## src/rtl/fp_mul_operand_loader.sv

```systemverilog
// Byte-serial loader for the FP multiplier: assembles two binary64 operands,
// unpacks sign/exp/mantissa/class and offers them to the core on valid/ready.
//
// Ports:
//   CLK, RESET (sync, active-high), ENABLE + DATA_IN[7:0] frame input,
//   OP_VALID/OP_READY handshake, A_/B_ SIGN, EXP[EXP_W-1:0] (signed),
//   MAN[52:0], CLASS[2:0], BUSY, ERR_FRAME (one-cycle pulse).
//
// Option: FP_LOADER_NORMALIZE_EN adds a NORM state that shifts subnormal
// mantissas left one bit per cycle until the hidden bit is set.
module fp_mul_operand_loader #(
  parameter int BYTES_PER_OP = 8,
  parameter int EXP_W        = 12
) (
  input  logic             CLK,
  input  logic             RESET,
  input  logic             ENABLE,
  input  logic [7:0]       DATA_IN,
  output logic             OP_VALID,
  input  logic             OP_READY,
  output logic             A_SIGN,
  output logic [EXP_W-1:0] A_EXP,
  output logic [52:0]      A_MAN,
  output logic [2:0]       A_CLASS,
  output logic             B_SIGN,
  output logic [EXP_W-1:0] B_EXP,
  output logic [52:0]      B_MAN,
  output logic [2:0]       B_CLASS,
  output logic             BUSY,
  output logic             ERR_FRAME
);

  typedef enum logic [1:0] {
    IDLE, LOAD, NORM, HOLD
  } state_t;

  localparam logic [3:0] LAST = 4'(2 * BYTES_PER_OP - 1);
  localparam logic [2:0] C_ZERO = 3'd0;
  localparam logic [2:0] C_SUB  = 3'd1;
  localparam logic [2:0] C_NORM = 3'd2;
  localparam logic [2:0] C_INF  = 3'd3;
  localparam logic [2:0] C_QNAN = 3'd4;
  localparam logic [2:0] C_SNAN = 3'd5;

  state_t state, state_n;
  logic [3:0]   cnt;
  logic [119:0] frame;
  logic         hold_off, hold_off_n;
  logic         err_n, store, cap;

  logic [63:0]      word_a, word_b;
  logic [2:0]       ua_cls, ub_cls;
  logic [EXP_W-1:0] ua_exp, ub_exp;
  logic [52:0]      ua_man, ub_man;

  function automatic logic [EXP_W+55:0] unpack(input logic [63:0] w);
    logic [10:0]      e;
    logic [51:0]      f;
    logic [2:0]       c;
    logic [EXP_W-1:0] x;
    logic [52:0]      m;
    e = w[62:52];
    f = w[51:0];
    if (e == 11'd0) begin
      if (f == 52'd0) begin
        c = C_ZERO; x = '0; m = '0;
      end else begin
        c = C_SUB; x = EXP_W'(-1022); m = {1'b0, f};
      end
    end else if (e == 11'h7ff) begin
      x = EXP_W'(1024);
      if (f == 52'd0) begin
        c = C_INF; m = '0;
      end else begin
        c = f[51] ? C_QNAN : C_SNAN;
        m = {1'b0, f};
      end
    end else begin
      c = C_NORM;
      x = EXP_W'(e) - EXP_W'(1023);
      m = {1'b1, f};
    end
    return {c, x, m};
  endfunction

  // B's top byte is still on DATA_IN when the frame completes.
  assign word_a = frame[63:0];
  assign word_b = {DATA_IN, frame[119:64]};
  assign {ua_cls, ua_exp, ua_man} = unpack(word_a);
  assign {ub_cls, ub_exp, ub_man} = unpack(word_b);

`ifdef FP_LOADER_NORMALIZE_EN
  logic a_shift, b_shift, norm_done;
  assign a_shift = (A_CLASS == C_SUB) && !A_MAN[52];
  assign b_shift = (B_CLASS == C_SUB) && !B_MAN[52];
  // Done once this cycle's shift lands the leading one in bit 52.
  assign norm_done = (!a_shift || A_MAN[51]) &&
                     (!b_shift || B_MAN[51]);
`endif

  always_comb begin
    state_n    = state;
    hold_off_n = hold_off;
    err_n      = 1'b0;
    store      = 1'b0;
    cap        = 1'b0;
    unique case (state)
      IDLE: begin
        if (!ENABLE) begin
          hold_off_n = 1'b0;
        end else if (!hold_off) begin
          store   = 1'b1;
          state_n = LOAD;
        end
      end
      LOAD: begin
        if (ENABLE) begin
          store = 1'b1;
          if (cnt == LAST) begin
            cap     = 1'b1;
            state_n = HOLD;
`ifdef FP_LOADER_NORMALIZE_EN
            if (ua_cls == C_SUB || ub_cls == C_SUB)
              state_n = NORM;
`endif
          end
        end else begin
          err_n   = 1'b1;
          state_n = IDLE;
        end
      end
      NORM, HOLD: begin
        // Stray bytes: flag once, then lock out until ENABLE drops.
        if (ENABLE && !hold_off) begin
          err_n      = 1'b1;
          hold_off_n = 1'b1;
        end else if (!ENABLE) begin
          hold_off_n = 1'b0;
        end
        if (state == HOLD) begin
          if (OP_READY) state_n = IDLE;
        end else begin
`ifdef FP_LOADER_NORMALIZE_EN
          if (norm_done) state_n = HOLD;
`else
          state_n = HOLD;
`endif
        end
      end
      default: state_n = IDLE;
    endcase
  end

  always_ff @(posedge CLK) begin
    if (RESET) begin
      state     <= IDLE;
      cnt       <= '0;
      frame     <= '0;
      hold_off  <= ENABLE;
      OP_VALID  <= 1'b0;
      BUSY      <= 1'b0;
      ERR_FRAME <= 1'b0;
      A_SIGN    <= 1'b0;
      A_EXP     <= '0;
      A_MAN     <= '0;
      A_CLASS   <= '0;
      B_SIGN    <= 1'b0;
      B_EXP     <= '0;
      B_MAN     <= '0;
      B_CLASS   <= '0;
    end else begin
      state     <= state_n;
      hold_off  <= hold_off_n;
      OP_VALID  <= (state_n == HOLD);
      BUSY      <= (state_n != IDLE);
      ERR_FRAME <= err_n;
      cnt       <= store ? cnt + 4'd1 : 4'd0;
      if (store && cnt != LAST)
        frame[{cnt, 3'b000} +: 8] <= DATA_IN;
      if (cap) begin
        A_SIGN  <= word_a[63];
        A_EXP   <= ua_exp;
        A_MAN   <= ua_man;
        A_CLASS <= ua_cls;
        B_SIGN  <= word_b[63];
        B_EXP   <= ub_exp;
        B_MAN   <= ub_man;
        B_CLASS <= ub_cls;
      end
`ifdef FP_LOADER_NORMALIZE_EN
      else if (state == NORM) begin
        if (a_shift) begin
          A_MAN <= A_MAN << 1;
          A_EXP <= A_EXP - EXP_W'(1);
        end
        if (b_shift) begin
          B_MAN <= B_MAN << 1;
          B_EXP <= B_EXP - EXP_W'(1);
        end
      end
`endif
    end
  end

endmodule
```

## config.mk

```make
export PLATFORM = sky130hd
export DESIGN_NAME = fp_mul_operand_loader
export DESIGN_NICKNAME = d
export VERILOG_FILES = /design/src/rtl/fp_mul_operand_loader.sv
export SDC_FILE = /design/constraint.sdc
export NUM_CORES = 1
export LEC_CHECK = 0
export BUFFER_PORTS_ARGS = -buffer_cell sky130_fd_sc_hd__buf_2
export CORE_AREA = 2 2 190 192
export CTS_CLUSTER_DIAMETER = 50
export CTS_CLUSTER_SIZE = 10
export DETAILED_ROUTE_END_ITERATION = 8
export DIE_AREA = 0 0 192 194
export HOLD_SLACK_MARGIN = 0.02
export PLACE_DENSITY = 0.46
export SLEW_MARGIN = 30
export SYNTH_ARGS = -nofsm -noshare
export SYNTH_HDL_FRONTEND = slang
export SYNTH_SLANG_ARGS = --single-unit
```

## constraint.sdc

```tcl
create_clock -name CLK -period 2.4 [get_ports CLK]
set_input_delay 0 -clock CLK [delete_from_list [all_inputs] [get_ports CLK]]
set_output_delay 0 -clock CLK [all_outputs]
set_load 0.05 [all_outputs]
```

# After elaboration in Yosys (flattened, before gate mapping)
# Cells that the tools add are included.
word_totals:
  reg_bits: 268
  in_bits: 12
  wordCells: 86
classes:
  addsub: 4
  eq_ne: 8
  shift: 2
  muxes: 44
  bitwise_logic: 1
  reduce_logical: 12
op_table:
  columns: ["operator", "count"]
  rows:
  - ["53-bit two-way mux", 4]
  - ["120-bit bitwise mux", 1]
  - ["8-bit by 9-bit variable shift with 120-bit output (first input constant)", 1]
  - ["8-bit by 9-bit variable part select with 120-bit output", 1]
  - ["52-bit logical NOT", 2]
  - ["52-bit two-way mux", 2]
  - ["12-bit two-way mux", 6]
  - ["11-bit by 10-bit subtractor with 12-bit output (second input constant)", 2]
  - ["11-bit equality test (second input constant)", 2]
  - ["11-bit logical NOT", 2]
  - ["3-bit two-way mux", 6]
  - ["1-bit two-way mux", 15]
  - ["2-bit two-way mux", 6]
  - ["7-bit negation with 9-bit output", 1]
  - ["2-bit equality test (second input constant)", 3]
  - ["1-bit case mux with 2 select lines", 3]
  - ["2-bit case mux with 3 select lines", 1]
  - ["4-bit by 1-bit adder with 4-bit output (second input constant)", 1]
  - ["4-bit equality test (second input constant)", 1]
  - ["4-bit inequality test (second input constant)", 1]
  - ["2-bit OR reduction", 2]
  - ["3-bit nonzero test", 1]
  - ["2-bit by 1-bit equality test with 1-bit output (second input constant)", 1]
  - ["1-bit logical AND", 2]
  - ["4 further kinds", 4]

# Depth between registers and ports, before layout
logic_depth:
  ltp_word: 5
  ltp_mapped: 10

# Worst setup path after synthesis
# OpenSTA, ideal clock, no wires.
synth_timing:
  path_kind: "reg-to-reg"
  start: "reg cnt[0]"
  end: "reg frame[100]"
  setup_time_ps: 128
  arrival_ps: 2416
  t_required_ps: 2272
  setup_slack_ps: -143
  stages_incl_launch_ff: 10
  n_path_buf: 2
  cell_sequence: "dfxtp_1 clkbuf_1 inv_1 ha_1 buf_6 or4_4 o22ai_4 nand4_2 mux2i_1 nor2_1"
synth_via:
  elab_chain_cells: 3
synth_rtl:
  columns: ["element", "line_no", "source"]
  rows:
  - ["from (decl)", "46", "logic [3:0] cnt;"]
  - ["from (signal assigned)", "177", "cnt <= store ? cnt + 4'd1 : 4'd0;"]
  - ["7-bit negation with 9-bit output", "179", "frame[{cnt, 3'b000} +: 8] <= DATA_IN;"]
  - ["8-bit by 9-bit variable part select with 120-bit output / 8-bit by 9-bit variable shift with 120-bit output (equally long branches)", "179", null]
  - ["120-bit bitwise mux", "179", null]
  - ["to (signal assigned)", "158", "frame <= '0;"]
  - ["to (signal, indexed assignment)", "179", null]
  - ["to (decl)", "47", "logic [119:0] frame;"]
# Several ways; a longest one is shown, not always the timed one.
# A chain may end at the register's enable or synchronous reset.

# Worst setup path after layout
# Same ends and word-level chain as after synthesis.

==> summary.txt <==
Run status
  – Status: finished clean

Pwr
  – IR drop worst, VDD: between 0.4 and 0.5 mV
  – Clk pwr share: 52.4%
  – LEAKAGE: between 5 and 6 nW
  – Int Pwr: 0.007961 W
  – Logic pwr share: approximately 3.8%
  – Sw frac: 22.18%
  – Flop pwr share: 43.8%
  – PD cells: between 700 and 800 nW/um^2
  – Switching power: 0.002269 W

Synth
  – Synthesized area per cell: ~8.8 um^2
  – Ys flop type: dfxtp_1
  – Post-synth top cells: 267 x dfxtp_1, 260 x nand2_1, 131 x nor2_1
  – Count leader, synth: dfxtp_1
  – Syn nets: 1,204
  – Post-Syn Area: between 10,000 and 15,000 um^2
  – Top post-synthesis cells by area: dfxtp_1 51%, mux2i_1 10%, nand2_1 9.3%, a21oi_1 5.6%, nor2_1 4.7%
  – Cells after Synth: between 1,000 and 1,500
  – Cell variety after synth: 52
  – Ys async rst share: 0%
  – Register area share after synthesis: 51.47%
  – Yosys top cell area share: between 50% and 60%
  – Syn. warnings: 0
  – FF+latch count, synth: ~270
  – EDFF count, synth: 1
  – Area leader, netlist: dfxtp_1

Drt
  – Post-route ant nets: 0
  – DRC Markers: 0
  – Avg WL per Cell: 18.67 um
  – Vias per cell: 4.813
  – Routed Wire Length: 34,250 um
  – Total number of vias: 8,827
  – Pre-antenna DRT Iters: 5
  – Drt initial violations: 516

Timing
  – Worst Clk Skew: between 0.02 and 0.03 ns
  – Max Clk Rate: 439.0 MHz
  – Pins Over Slew Limit: 0
  – Slew @ Worst Pin: 0.6480 ns
  – Max-slew headroom: approximately 57%
  – RSZ-0062 raised after global routing: yes
  – Final Hold Violating Endpoints: 0
  – Final setup vio count: 0
  – Tmin final: 2.278 ns
  – Fin crit share: 94.92%

Clock tree
  – H-tree levels: 2
  – Clock Sinks: 268
  – Maximum clock insertion buffer count: 3
  – Worst-Skew Late Latency: 0.52 ns
  – CTS Buf Count: 37
  – CTS tree: done
  – Reg clk slew, reported paths: 0.05 ns
  – Clock root cell: clkbuf_16

Critical path
  – Critical Path Source Type: register
  – R2R setup slack: 0.12 ns
  – Setup crit end kind: register
  – CP Data Arrival Time: 2.67 ns
  – R2r worst-path depth: 7
  – Kind of critical path: reg -> reg
  – Crit-path max FO: 9
  – CP Data Required Time: 2.79 ns

Min path
  – Hold Crit Depth: 3
  – Tightest Hold Check Type: in -> reg

Final layout
  – Fin area: 13,240 um^2
  – Synthesis-to-finish area growth: 26.75%
  – Share of cells above drive strength 1: 20.47%
  – Fin cells: 1,834
  – N_diodes: 0
  – Final net count: 1,376

Floorplanning
  – Chip width: 192 um
  – Die Y: approximately 190 um
  – Core area: 35,220 um^2
  – Die area: between 30,000 and 40,000 um^2
  – I/O pin count: 153
  – Starting Density: 29.65%
  – Standard-cell row count: around 70

Global routing
  – Initial antenna violation count: 1
  – Overflow after GRT: 0
  – Vias in the first global route: about 8,600
  – Global-route wire length before repair: 52,720 um
  – Total track usage: 18.30%
  – Largest net degree at the start of global routing: 85

Place
  – Area after DPL: 11,940 um^2
  – I/O Buffers: 152
  – RePlAce Congestion: 0.8241
  – DPL Wire Length: 24,080 um
  – Placed instance count: 1,769

Job
  – Max-Cap Viols: 0
[critical path: stages, from the launching register on]
cell,delay [ns]
dfxtp_2,0.41
inv_1,0.08
ha_1,0.21
or4_4,0.52
o22ai_4,0.32
nand4_4,0.31
mux2i_1,0.23
nor2_1,0.06
[sequential cells by signal, indices dropped and copies added, names as in the netlist]
signal	count
cnt	4
BUSY	1
A_MAN	53
OP_VALID	1
B_CLASS	3
ERR_FRAME	1
A_CLASS	3
A_SIGN	1
A_EXP	12
hold_off	1
state	2
B_SIGN	1
frame	120
B_MAN	53
B_EXP	12
[cell usage in the layout, fill, tap and decap left out, types with 4 or more instances in the layout]
cell / instances
xor2_1: 11
inv_1: 9
nand4_1: 9
buf_4: 46
clkbuf_1: 4
mux2i_1: 104
clkbuf_8: 4
o21ai_0: 16
a21oi_1: 117
o31ai_1: 16
ha_1: 8
nand3_1: 10
and3_1: 17
clkbuf_16: 39
nor4_1: 30
buf_2: 151
xnor2_1: 11
nor2_1: 131
a211oi_1: 11
nand2b_1: 5
buf_12: 5
nand2_1: 260
nand4_2: 5
nor3_1: 4
dfxtp_1: 266
nand3b_1: 20
dlygate4sd3_1: 9
[layer usage]
layer / wire (um) / global-route usage, % / vias up
met1: 16920 / 26.79 / 4185
met3: 1843 / 3.131 / 43
met2: 14940 / 27.88 / 229
met4: 537 / 4.297 / 0
li1: - / - / 4370
met5: 0 / 0 / -
[cell type report]
| type | instances | area, um^2 |
|---|---|---|
| fillers | 3692 | 21990 |
| flip-flops and latches | 268 | 5376 |
| multi-input cells | 828 | 4762 |
| repair buffers | 212 | 1303 |
| clock buffers | 47 | 1046 |
| well taps | 461 | 576.8 |
| clock inverters | 9 | 138.9 |
| inverters | 9 | 33.78 |
[path summary, 6_finish.rpt]
path	from	end
max	cnt[0]	frame[100]
min reg2reg	B_EXP[5]	B_EXP[5]
min	DATA_IN[6]	frame[22]
max reg2reg	cnt[0]	frame[100]
[cell families (layout without fill, tap and decap cells)]
| group | Yosys count | in the layout | share of synthesized area (%) |
|---|---|---|---|
| buf+inv | 88 | 277 | 3.427 |
| compound gates | 174 | 174 | 9.526 |
| simple gates | 520 | 520 | 22.80 |
| fa+ha+maj | 8 | 8 | 0.9586 |
| flops | 268 | 268 | 51.47 |
| xor+xnor | 22 | 22 | 1.845 |
| mux | 104 | 104 | 9.969 |
[power groups by stage]
| stage | Sequential [W] | Clock [W] | Combinational (W) |
|---|---|---|---|
| CTS | 0.00448 | 0.00549 | 0.000384 |
| finish | 0.00448 | 0.00536 | 0.000385 |
| detailed placement | 0.00458 | 0 | 0.000371 |
| global placement | 0.00458 | 0 | 0.000371 |
| floorplan | 0.00458 | 0 | 0.000212 |
| global route | 0.00448 | 0.00568 | 0.000411 |
[timing repair]
| action | CTS | global route |
|---|---|---|
| setup buffers | 0 | 0 |
| resized for setup | 0 | 4 |
| setup endpoints to repair | 0 | 24 |
| hold endpoints to repair | 48 | 0 |
| hold buffers | 9 | 0 |
[metrics by stage]
step / util (%) / setup WS, ns / hold WS, ns / power (W) / setup TNS (ns)
after floorplan: - / 0.01682 / 0.1639 / 0.004792 / 0
after global placement: 33.88 / 0.08775 / 0.3636 / 0.004948 / 0
after detailed placement: 33.88 / 0.07472 / 0.3667 / 0.004948 / 0
after CTS: 37.50 / 0.05908 / 0.04851 / 0.01036 / 0
after global routing: 37.58 / -0.06433 / 0.05787 / 0.01057 / -0.3093
final: 37.58 / 0.1219 / 0.06245 / 0.01023 / 0
No activity file was read; power rests on OpenSTA's default activity.
